--- config.mk ---
export PLATFORM = sky130hd
export DESIGN_NAME = key_controller
export DESIGN_NICKNAME = d
export VERILOG_FILES = /design/src/rtl/lab1_pkg.sv /design/src/rtl/key_debounce.sv /design/src/rtl/key_controller.sv
export SDC_FILE = /design/constraint.sdc
export NUM_CORES = 1
export LEC_CHECK = 0
export ABC_AREA = 0
export CAP_MARGIN = 15
export CORE_MARGIN = 3
export CORE_UTILIZATION = 45
export CTS_BUF_LIST = sky130_fd_sc_hd__clkbuf_4 sky130_fd_sc_hd__clkbuf_8 sky130_fd_sc_hd__clkbuf_16
export DETAILED_ROUTE_END_ITERATION = 12
export HOLD_SLACK_MARGIN = 0.08
export PLACE_DENSITY = 0.71
export SLEW_MARGIN = 10
export SYNTH_ARGS = -nofsm -noshare
export SYNTH_HDL_FRONTEND = slang
export SYNTH_HIERARCHICAL = 1
export SYNTH_SLANG_ARGS = --single-unit
--- constraint.sdc ---
create_clock -name clk -period 1.8 [get_ports clk]
set_clock_uncertainty 0.05 [all_clocks]
set_input_delay 0.27 -clock clk [delete_from_list [all_inputs] [get_ports clk]]
set_output_delay 0.27 -clock clk [all_outputs]
set_load 0.02 [all_outputs]
--- src/rtl/lab1_pkg.sv ---
// Shared types and constants for the lab1 key controller / RAM front end.
package lab1_pkg;

  localparam int unsigned ADDR_W = 4;
  localparam int unsigned DATA_W = 8;
  localparam int unsigned NKEYS  = 4;

  // Key indices into the KEY bus
  localparam int unsigned KEY_DINC = 0;
  localparam int unsigned KEY_DDEC = 1;
  localparam int unsigned KEY_AINC = 2;
  localparam int unsigned KEY_ADEC = 3;

  typedef enum logic [1:0] {
    IDLE   = 2'd0,
    READ   = 2'd1,
    WRITE  = 2'd2,
    SETTLE = 2'd3
  } state_t;

endpackage

--- src/rtl/key_debounce.sv ---
// Single pushbutton conditioner: 2-flop synchroniser, debounce counter and a
// one-cycle press pulse on the accepted 1->0 transition.
// Optional: KEY_AUTOREPEAT_EN adds a hold-to-repeat counter that emits extra
// press pulses after REPEAT_DELAY cycles, then every REPEAT_PERIOD cycles.
module key_debounce
  import lab1_pkg::*;
#(
  parameter int unsigned DEBOUNCE_CYCLES = 500000,  // legal range >= 2
  parameter int unsigned REPEAT_DELAY    = 25000000,
  parameter int unsigned REPEAT_PERIOD   = 5000000
) (
  input  logic clk,
  input  logic rst_n,
  input  logic key,
  output logic press
);

  localparam int unsigned DW = $clog2(DEBOUNCE_CYCLES);

  logic          sync1, sync2;
  logic          level, level_n;
  logic [DW-1:0] cnt, cnt_n;
  logic          fall_c;
  logic          rep_c;

  // Bring the raw button into the clk domain; released (1) out of reset
  always_ff @(posedge clk or negedge rst_n) begin
    if (!rst_n) begin
      sync1 <= 1'b1;
      sync2 <= 1'b1;
    end else begin
      sync1 <= key;
      sync2 <= sync1;
    end
  end

  // Accept a new level only after it has differed for DEBOUNCE_CYCLES cycles
  always_comb begin
    cnt_n   = cnt;
    level_n = level;
    if (sync2 == level) begin
      cnt_n = '0;
    end else if (cnt == DW'(DEBOUNCE_CYCLES - 1)) begin
      cnt_n   = '0;
      level_n = sync2;
    end else begin
      cnt_n = cnt + DW'(1);
    end
    fall_c = level & ~level_n;
  end

`ifdef KEY_AUTOREPEAT_EN
  localparam int unsigned REP_MAX = (REPEAT_DELAY > REPEAT_PERIOD) ? REPEAT_DELAY : REPEAT_PERIOD;
  localparam int unsigned RW      = $clog2(REP_MAX + 1);

  logic [RW-1:0] rcnt, rcnt_n;
  logic          rfirst, rfirst_n;

  // Count hold time while pressed; first repeat after the delay, then periodic
  always_comb begin
    rcnt_n   = rcnt;
    rfirst_n = rfirst;
    rep_c    = 1'b0;
    if (level || level_n) begin
      rcnt_n   = '0;
      rfirst_n = 1'b0;
    end else if (!rfirst && rcnt == RW'(REPEAT_DELAY - 1)) begin
      rep_c    = 1'b1;
      rcnt_n   = '0;
      rfirst_n = 1'b1;
    end else if (rfirst && rcnt == RW'(REPEAT_PERIOD - 1)) begin
      rep_c  = 1'b1;
      rcnt_n = '0;
    end else begin
      rcnt_n = rcnt + RW'(1);
    end
  end

  // Repeat counter state
  always_ff @(posedge clk or negedge rst_n) begin
    if (!rst_n) begin
      rcnt   <= '0;
      rfirst <= 1'b0;
    end else begin
      rcnt   <= rcnt_n;
      rfirst <= rfirst_n;
    end
  end
`else
  assign rep_c = 1'b0;
`endif

  // Debounce state and registered press pulse
  always_ff @(posedge clk or negedge rst_n) begin
    if (!rst_n) begin
      cnt   <= '0;
      level <= 1'b1;
      press <= 1'b0;
    end else begin
      cnt   <= cnt_n;
      level <= level_n;
      press <= fall_c | rep_c;
    end
  end

endmodule

--- src/rtl/key_controller.sv ---
// Turns four active-low pushbuttons into RAM address browsing and
// read-modify-write increment/decrement of the stored byte.
// Optional: KEY_AUTOREPEAT_EN enables hold-to-repeat in every key conditioner.
module key_controller
  import lab1_pkg::*;
#(
  parameter int unsigned DEBOUNCE_CYCLES = 500000,
  parameter int unsigned REPEAT_DELAY    = 25000000,
  parameter int unsigned REPEAT_PERIOD   = 5000000
) (
  input  logic              clk,
  input  logic              rst_n,
  input  logic [NKEYS-1:0]  KEY,
  input  logic [DATA_W-1:0] dout,
  output logic [ADDR_W-1:0] a,
  output logic [DATA_W-1:0] din,
  output logic              we
);

  logic [NKEYS-1:0]  evt;
  state_t            state, state_n;
  logic [ADDR_W-1:0] a_n;
  logic [DATA_W-1:0] din_n;
  logic              we_n;
  logic              dir_inc, dir_inc_n;

  // One conditioner per pushbutton
  for (genvar i = 0; i < int'(NKEYS); i++) begin : g_key
    key_debounce #(
      .DEBOUNCE_CYCLES (DEBOUNCE_CYCLES),
      .REPEAT_DELAY    (REPEAT_DELAY),
      .REPEAT_PERIOD   (REPEAT_PERIOD)
    ) u_db (
      .clk   (clk),
      .rst_n (rst_n),
      .key   (KEY[i]),
      .press (evt[i])
    );
  end

  // Next-state and output logic; events outside IDLE and arbitration losers are dropped
  always_comb begin
    state_n   = state;
    a_n       = a;
    din_n     = din;
    we_n      = 1'b0;
    dir_inc_n = dir_inc;
    unique case (state)
      IDLE: begin
        if (evt[KEY_AINC]) begin
          a_n     = a + ADDR_W'(1);
          state_n = SETTLE;
        end else if (evt[KEY_ADEC]) begin
          a_n     = a - ADDR_W'(1);
          state_n = SETTLE;
        end else if (evt[KEY_DINC]) begin
          dir_inc_n = 1'b1;
          state_n   = READ;
        end else if (evt[KEY_DDEC]) begin
          dir_inc_n = 1'b0;
          state_n   = READ;
        end
      end
      READ: begin
        din_n   = dir_inc ? dout + DATA_W'(1) : dout - DATA_W'(1);
        we_n    = 1'b1;
        state_n = WRITE;
      end
      WRITE: begin
        state_n = SETTLE;
      end
      SETTLE: begin
        state_n = IDLE;
      end
      default: begin
        state_n = IDLE;
      end
    endcase
  end

  // State and registered RAM command outputs
  always_ff @(posedge clk or negedge rst_n) begin
    if (!rst_n) begin
      state   <= IDLE;
      a       <= '0;
      din     <= '0;
      we      <= 1'b0;
      dir_inc <= 1'b0;
    end else begin
      state   <= state_n;
      a       <= a_n;
      din     <= din_n;
      we      <= we_n;
      dir_inc <= dir_inc_n;
    end
  end

endmodule

After elaboration in Yosys (flattened, before gate mapping)
Cells that the tools add are included.

Input port bits: 14. Bits in registers: 108.

Reduce and logical (&&, ||, !) cells: 5. Mux-type cells: 27. Bitwise operators: 10. Add/subtract/negate cells: 8. Eq/ne operators: 12.

Operator list (count): $mux W19 (8); $add A19 B1 Y19 const B (4); $eq A19 B19 Y1 const B (4); $mux W1 (11); $add A8 B1 Y8 const B (1); $mux W2 (4); $mux W4 (2); $mux W8 (1); $pmux W2 S4 (1); $sub A8 B1 Y8 const B (1); $not A1 Y1 (6); $ne A5 B1 Y1 const B (1); $add A4 B1 Y4 const B (1); $and A1 B1 Y1 (4); $eq A1 B1 Y1 (4); $eq A2 B2 Y1 const B (2); $reduce_and A4 Y1 (1); $reduce_bool A2 Y1 (2); $sub A4 B1 Y4 const B (1); $eq A2 B1 Y1 const B (1); $logic_not A2 Y1 (1); $reduce_and A2 Y1 (1).

Longest topological paths before layout
Gate-level depths: netlist of run 1.

Word-level depth: 5. Depth in mapped cells: 6. Mapped depth without buffers: 6.

Modules after synthesis
Netlist of run 1, hierarchy kept.

Modules (own cells, without submodules): key_debounce (cells an instance 110, instances 4, area an instance 1122.3 um2); key_controller (cells an instance 109, instances 1, area an instance 1094.8 um2).

Worst setup path before layout of run 1
Ideal clock, no wire load.

Path kind: register to register. Start: register g_key[0].u_db.cnt[12]. End: register g_key[0].u_db.cnt[10]. Cell stages (with the launch flop): 6. Buffers on the path: 1. Arrival time: 1.586 ns. Path slack: 0.042 ns. Setup time: 0.121 ns. Clock period less this slack: 1.758 ns. Required time: 1.629 ns. Path through: dfrtp_1 -> nor4b_1 -> nand2_1 -> o31ai_4 -> buf_2 -> nor2_1.

Cells in the longest elaborated chain, start to end: 3.

Ends and longest elaborated chain: start, declared (RTL line key_debounce.sv:22) `logic [DW-1:0] cnt, cnt_n;`; start signal, assigned (RTL line key_debounce.sv:100) `cnt <= cnt_n;`; $eq A19 B19 Y1 (RTL line key_debounce.sv:43) `end else if (cnt == DW'(DEBOUNCE_CYCLES - 1)) begin`; $mux W19 (RTL line key_debounce.sv:43); $mux W19 (RTL line key_debounce.sv:41) `if (sync2 == level) begin`; net g_key[0].u_db.cnt_n[10] (RTL line key_debounce.sv:22).

The timed path passes the listed nets, and every way through them passes these cells. A chain may end at the register's enable or synchronous reset.

Worst setup path in the final report of run 1
Start: register g_key[3].u_db.cnt[1]. End: register g_key[3].u_db.cnt[15].

Cells in the longest elaborated chain, start to end: 3. Elaborated cells on any way between the ends: 4.

Ends and longest elaborated chain (RTL line): start, declared (key_debounce.sv:22); start signal, assigned (key_debounce.sv:100); $add A19 B1 Y19 or $eq A19 B19 Y1 (tied branches) (key_debounce.sv:47, key_debounce.sv:43); $mux W19 (*) (key_debounce.sv:43); $mux W19 (*) (key_debounce.sv:41); net g_key[3].u_db.cnt_n[15] (key_debounce.sv:22).

The timed path passes the listed nets; every way through them passes the cells marked *.

==> results of run 1 <==
## stage by stage
step                      cells  area, µm²  hold slack [ps]   util
after floorplan             549       5580            -75.6      -
after global placement      802       6570              193  0.545
after detailed placement    802       6570              203  0.545
after CTS                   823       7010              256  0.581
after global routing        838       7340              267  0.608
final                       838       7340              268  0.608
## state kept, by name (all words and copies together) (netlist names), 2 cells and up
register          count
a                     4
din                   8
g_key.u_db/cnt       76
g_key.u_db/level      4
g_key.u_db/press      4
g_key.u_db/sync1      4
g_key.u_db/sync2      4
state                 2
## worst max-delay path: cells and delay by family, from the launching register on
| kind | cells | cell delay [ps] |
|---|---|---|
| buf+inv | 1 | 210 |
| flops | 1 | 410 |
| fa+ha+maj | 1 | 230 |
| simple gates | 3 | 540 |
| compound gates | 1 | 210 |
## layout by cell type (no fill, tap or decap), types with 4 or more instances in the layout
cell	n
sky130_fd_sc_hd__ha_1	9
sky130_fd_sc_hd__nor2_1	75
sky130_fd_sc_hd__nor4_2	5
sky130_fd_sc_hd__and4_1	5
sky130_fd_sc_hd__nor3_1	21
sky130_fd_sc_hd__and3_1	4
sky130_fd_sc_hd__nand2_1	33
sky130_fd_sc_hd__clkdlybuf4s50_1	23
sky130_fd_sc_hd__xor2_1	18
sky130_fd_sc_hd__a31o_2	4
sky130_fd_sc_hd__and2_1	4
sky130_fd_sc_hd__o21ai_0	13
sky130_fd_sc_hd__ha_4	5
sky130_fd_sc_hd__dfrtp_1	80
sky130_fd_sc_hd__or4_4	4
sky130_fd_sc_hd__mux2_2	6
sky130_fd_sc_hd__clkbuf_16	9
sky130_fd_sc_hd__o31ai_4	4
sky130_fd_sc_hd__xnor2_1	52
sky130_fd_sc_hd__nand4_1	39
sky130_fd_sc_hd__dfrtp_2	16
sky130_fd_sc_hd__a21oi_1	6
sky130_fd_sc_hd__nor4_1	5
sky130_fd_sc_hd__a21oi_2	5
sky130_fd_sc_hd__dfstp_2	12
sky130_fd_sc_hd__inv_1	22
sky130_fd_sc_hd__o211ai_1	4
sky130_fd_sc_hd__or3_4	4
sky130_fd_sc_hd__buf_4	89
sky130_fd_sc_hd__nand3_1	28
sky130_fd_sc_hd__nor4b_2	7
## area by class of cell
cell class | count | area [µm²]
Tap cell | 168 | 210
Fill cell | 972 | 4730
Sequential cell | 108 | 2740
Timing Repair Buffer | 119 | 1000
Multi-Input combinational cell | 404 | 2950
Clock inverter | 5 | 108
Clock buffer | 11 | 240
Inverter | 23 | 88.8
## layer usage
layer / up-vias / GRT usage
met5: - / 0
met4: 0 / 0.0616
met3: 19 / 0.0299
met2: 73 / 0.318
met1: 2223 / 0.225
li1: 2184 / -
## power breakdown
part / internal (µW) / total [µW] / switching, µW
clock: 1400 / 2290 / 892
combinational: 150 / 317 / 167
sequential: 2470 / 2500 / 35.4
total: 4020 / 5110 / 1090
## cell families after synthesis
group           after synthesis
fa+ha+maj                    18
flops                       108
mux                           8
buf+inv                      37
simple gates                254
compound gates               54
xor+xnor                     70
## worst max-delay path by stage
stage,startpoint,endpoint,slack (ps),depth (start not counted)
after floorplan,g_key[0].u_db/cnt[12]$_DFF_PN0_,g_key[0].u_db/cnt[10]$_DFF_PN0_,40,5
after global placement,dout[0],din[6]$_DFFE_PN0P_,-190,6
after detailed placement,g_key[2].u_db/cnt[0]$_DFF_PN0_,g_key[2].u_db/cnt[18]$_DFF_PN0_,-220,6
after CTS,g_key[2].u_db/cnt[0]$_DFF_PN0_,g_key[2].u_db/cnt[10]$_DFF_PN0_,-20,7
after global routing,g_key[3].u_db/cnt[1]$_DFF_PN0_,g_key[3].u_db/cnt[10]$_DFF_PN0_,-50,6
final,g_key[3].u_db/cnt[1]$_DFF_PN0_,g_key[3].u_db/cnt[15]$_DFF_PN0_,20,6
## timing repair
| action | CTS | global route |
|---|---|---|
| setup endpoints to repair | 16 | 78 |
| hold buffers | 1 | 0 |
| pin swaps | 7 | 12 |
| buffers inserted | 4 | 15 |
| endpoints found under the hold margin | 25 | 0 |
| gates resized for setup | 11 | 49 |
==> qor.csv, run 1 <==
metric;value;unit
total met3 wirelength after detailed routing;388;µm
classification of the worst-slack hold path;primary input to register;
count of flip-flops with a built-in enable after synthesis;0;
largest stage delay on the critical path;410;ps
area enclosed by the die boundary;13800;µm²
adder-cell share of the synthesized area;0.0430;
ordered cell list for the critical path;ha_2 -> and4_1 -> nand4_1 -> o31ai_4 -> buf_4 -> nor2_1;
register bit count reported by yosys;108;
start of the worst register-to-register path;g_key[3].u_db/cnt[1]$_DFF_PN0_;
number of vias in the routed layout;4499;
most frequent cells after synthesis;96 x sky130_fd_sc_hd__dfrtp_1, 75 x sky130_fd_sc_hd__nor2_1, 52 x sky130_fd_sc_hd__xnor2_1;
Setup Viol. Count Final;0;
Hold Crit Endpoint;g_key[0].u_db/sync1$_DFF_PN1_;
Syn Std Cell Area;5580;µm²
most frequent cell after synthesis;sky130_fd_sc_hd__dfrtp_1;
CP required;1990;ps
GP Congestion;0.925;
count of unique library cells instantiated by Yosys;44;
library cell with the largest summed area after synthesis;sky130_fd_sc_hd__dfrtp_1;
core outline area;12100;µm²
Hold Startpoint;KEY[0];
fraction of final layout cells with drive strength greater than 1;0.296;
timing-limited maximum frequency;0.562;GHz
number of sinks on the clock net;108;
setup repair after global routing missed its margin;yes;
largest net degree at the start of global routing;32;
CTS tree;done;
Synth Flop Type;sky130_fd_sc_hd__dfrtp_1;
aggregate routed wire length;12400;µm
nature of the critical path startpoint;register;
pwr/cell area;697;nW/µm²
pre-CTS worst setup slack;-216;ps
post-synth top area share;0.430;
clk_lat worst skew;350;ps
slew margin rel.;0.680;
worst hold path depth;1;
transition time of the tightest slew-check pin;475;ps
depth of the worst register-to-register path;6;
Vias per Instance;5.37;
post-synthesis net count;581;
sequential cell area fraction in the yosys report;0.487;
final setup TNS;0;ps
capture instance of the worst register-to-register path;g_key[3].u_db/cnt[15]$_DFF_PN0_;
TritonCTS buffer count;9;
area growth from synthesis to layout;31.4;%
count of final hold-check violations;0;
maximum net fanout on the critical path;10;
Top Layer Used;met4;
total chip power;5110;µW
total iterations of the first detailed-routing run;4;
I/O pins;27;
global-route wire length before repair;20800;µm
Inserted Diodes;0;
share of the synthesized area in compound gates (AO/OA/AOI/OAI);0.0769;
initial antenna violation count;0;
# port buffers;26;
hpwl dp;8500;µm
Cells after Synth;549;
worst-case clock buffer depth;2;
area fraction in and, or, nand and nor cells after synthesis;0.241;
root buffer cell;sky130_fd_sc_hd__clkbuf_16;
WS Path Type;register to register;
cell types occupying the most area after synthesis;sky130_fd_sc_hd__dfrtp_1 43%, sky130_fd_sc_hd__xnor2_1 8.2%, sky130_fd_sc_hd__dfstp_2 5.6%, sky130_fd_sc_hd__nor2_1 5.0%, sky130_fd_sc_hd__nand4_1 4.4%;
Register-to-Register Setup Slack;20;ps
outcome;finished clean;
post-synthesis async set-or-reset flop share;1.00;
Yosys warning count;6;
dominant combinational cell family by area after synthesis;simple AND/OR/NAND/NOR gates;
Detail Route Antenna Nets;0;
fraction of synthesized area in multiplexers;0.0157;
Mean Syn Cell Area;10.2;µm²
number of max-capacitance violations reported;0;
starting utilization of the core area;0.463;
maximum ir drop on the vdd rail;0.607;mV
via count of the first global-routing pass;4512;
Arr. time, crit path;1970;ps
P_leak;0.00299;µW
Post-route DRC;0;
Starting DRT DRC Count;213;
worst setup slack after layout;22.0;ps
Net count, final;697;
min Tclk post-route;1780;ps
slowest library cell on the worst path;sky130_fd_sc_hd__dfrtp_2;
met2 WL;6280;µm
Horiz. Die Dim;117;µm
H-tree level count;3;
xor/xnor cell area share of the yosys netlist;0.110;
type of destination of the critical path;register;
wire length on met1;5460;µm
overall routing resource usage;0.180;
die height;117;µm
global-route congestion overflow total;0;
Clock Pin Slew Worst Setup and Hold Paths;70;ps
Slew Viols, Final;0;
FP Rows;40;
portion of the clock cycle consumed by the worst path in the final layout;0.988;
routed length per placed instance;14.8;µm
Power figures use the tool's default switching activity.
==> run 2: changes to the inputs <==
CORE_ASPECT_RATIO = 1.2   (was not set)
==> run 2 against run 1 <==
- wire length is 0.70% lower
- clock power is 13% lower
- global-route usage is 0.50 points higher
- cell count is 1.8% lower
- first-iteration DRC count is 25% higher
- largest power group unchanged
==> qor.csv, run 2 (same netlist as run 1, synthesis figures left out) <==
metric;value;unit
overall routing resource usage;0.185;
P_leak;0.00292;µW
number of vias in the routed layout;4531;
most flop-heavy register;g_key.u_db/cnt;
maximum ir drop on the vdd rail;0.422;mV
# port buffers;26;
Arr. time, crit path;2000;ps
classification of the worst-slack hold path;primary input to register;
root buffer cell;sky130_fd_sc_hd__clkbuf_16;
Clock Pin Slew Worst Setup and Hold Paths;70;ps
total chip power;4800;µW
clk_lat worst skew;360;ps
Post-route DRC;0;
core outline area;11800;µm²
Post-Layout Cell Count;823;
final cell utilization of the core;0.606;
outcome;finished clean;
Slew Viols, Final;0;
Starting DRT DRC Count;266;
area growth from synthesis to layout;28.4;%
I/O pins;27;
routed length per placed instance;14.9;µm
most frequent cells in the layout;86 x sky130_fd_sc_hd__buf_4, 82 x sky130_fd_sc_hd__dfrtp_1, 75 x sky130_fd_sc_hd__nor2_1;
post-placement cell count;797;
type of destination of the critical path;register;
area enclosed by the die boundary;13800;µm²
initial antenna violation count;0;
maximum net fanout on the critical path;3;
WS Path Type;register to register;
hpwl dp;8600;µm
Net count, final;693;
die height;128;µm
total iterations of the first detailed-routing run;4;
worst-case clock buffer depth;2;
Largest register FFs;76;
global-route wire length before repair;20900;µm
largest net degree at the start of global routing;40;
GP Congestion;0.861;
registers with the highest flip-flop counts;g_key.u_db/cnt x76, din x8;
Register-to-Register Setup Slack;30;ps
global-route congestion overflow total;0;
setup repair after global routing missed its margin;yes;
pre-CTS worst setup slack;-234;ps
via count of the first global-routing pass;4710;
starting utilization of the core area;0.472;
count of final hold-check violations;0;
aggregate routed wire length;12300;µm
worst setup slack after layout;32.2;ps
CTS tree;done;
nature of the critical path startpoint;register;
min Tclk post-route;1770;ps
Detail Route Antenna Nets;0;
Vias per Instance;5.51;
pwr/cell area;670;nW/µm²
timing-limited maximum frequency;0.566;GHz
fraction of final layout cells with drive strength greater than 1;0.285;
Horiz. Die Dim;108;µm
most common library cell in the layout ignoring fill and taps;sky130_fd_sc_hd__buf_4;
Inserted Diodes;0;
worst hold margin;265;ps
Setup Viol. Count Final;0;
number of sinks on the clock net;108;
number of max-capacitance violations reported;0;
transition time of the tightest slew-check pin;504;ps
portion of the clock cycle consumed by the worst path in the final layout;0.982;
FP Rows;43;
TritonCTS buffer count;9;
H-tree level count;3;
CP required;2030;ps
slew margin rel.;0.661;
run 2: through the flow:
step | TNS (ps) | area, µm²
after floorplan | 0 | 5580
after global placement | -627 | 6600
after detailed placement | -1010 | 6600
after CTS | 0 | 6940
after global routing | -205 | 7170
final | 0 | 7170
run 2: cell type report:
| cell class | instances | area [µm²] |
|---|---|---|
| flip-flops and latches | 108 | 2740 |
| repair buffers | 115 | 968 |
| clock inverters | 7 | 71.3 |
| clock buffers | 9 | 225 |
| inverters | 23 | 86.3 |
| well taps | 157 | 196 |
| fillers | 984 | 4670 |
| multi-input cells | 404 | 2890 |
run 2: worst max-delay path, stage by stage, from the launching register on:
cell and delay (ps):
sky130_fd_sc_hd__dfrtp_1 410, sky130_fd_sc_hd__nand4_2 150, sky130_fd_sc_hd__or4_4 560, sky130_fd_sc_hd__or3_4 390, sky130_fd_sc_hd__a21oi_2 140
run 2: timing repair:
action / in CTS / in global routing
gates resized for setup: 5 / 45
endpoints found under the setup margin: 6 / 84
pin swaps: 1 / 18
hold buffers: 1 / 0
hold endpoints to repair: 81 / 0
setup buffers: 2 / 7
gates cloned: 0 / 0
run 2: path summary, 6_finish.rpt:
| path | from | endpoint | cells after the start |
|---|---|---|---|
| max | g_key[3].u_db/cnt[0]$_DFF_PN0_ | g_key[3].u_db/cnt[17]$_DFF_PN0_ | 4 |
| min | KEY[0] | g_key[0].u_db/sync1$_DFF_PN1_ | 1 |
| max reg2reg | g_key[3].u_db/cnt[0]$_DFF_PN0_ | g_key[3].u_db/cnt[17]$_DFF_PN0_ | 4 |
| min reg2reg | g_key[3].u_db/sync1$_DFF_PN1_ | g_key[3].u_db/sync2$_DFF_PN1_ | 0 |
| max in group asynchronous | rst_n | g_key[0].u_db/cnt[6]$_DFF_PN0_ | 3 |
| min in group asynchronous | rst_n | g_key[0].u_db/cnt[3]$_DFF_PN0_ | 2 |
run 2: per-layer routing:
metal / part of all wire / wire length (µm) / track usage
met3: 0.027 / 334 / 0.0227
met1: 0.44 / 5360 / 0.224
met5: 0 / 0 / 0
met2: 0.52 / 6340 / 0.329
met4: 0.020 / 250 / 0.0817
run 2: power breakdown:
part	internal, µW	switching [µW]
clock network	1090	917
logic	138	163
registers	2460	32.7
total	3690	1110
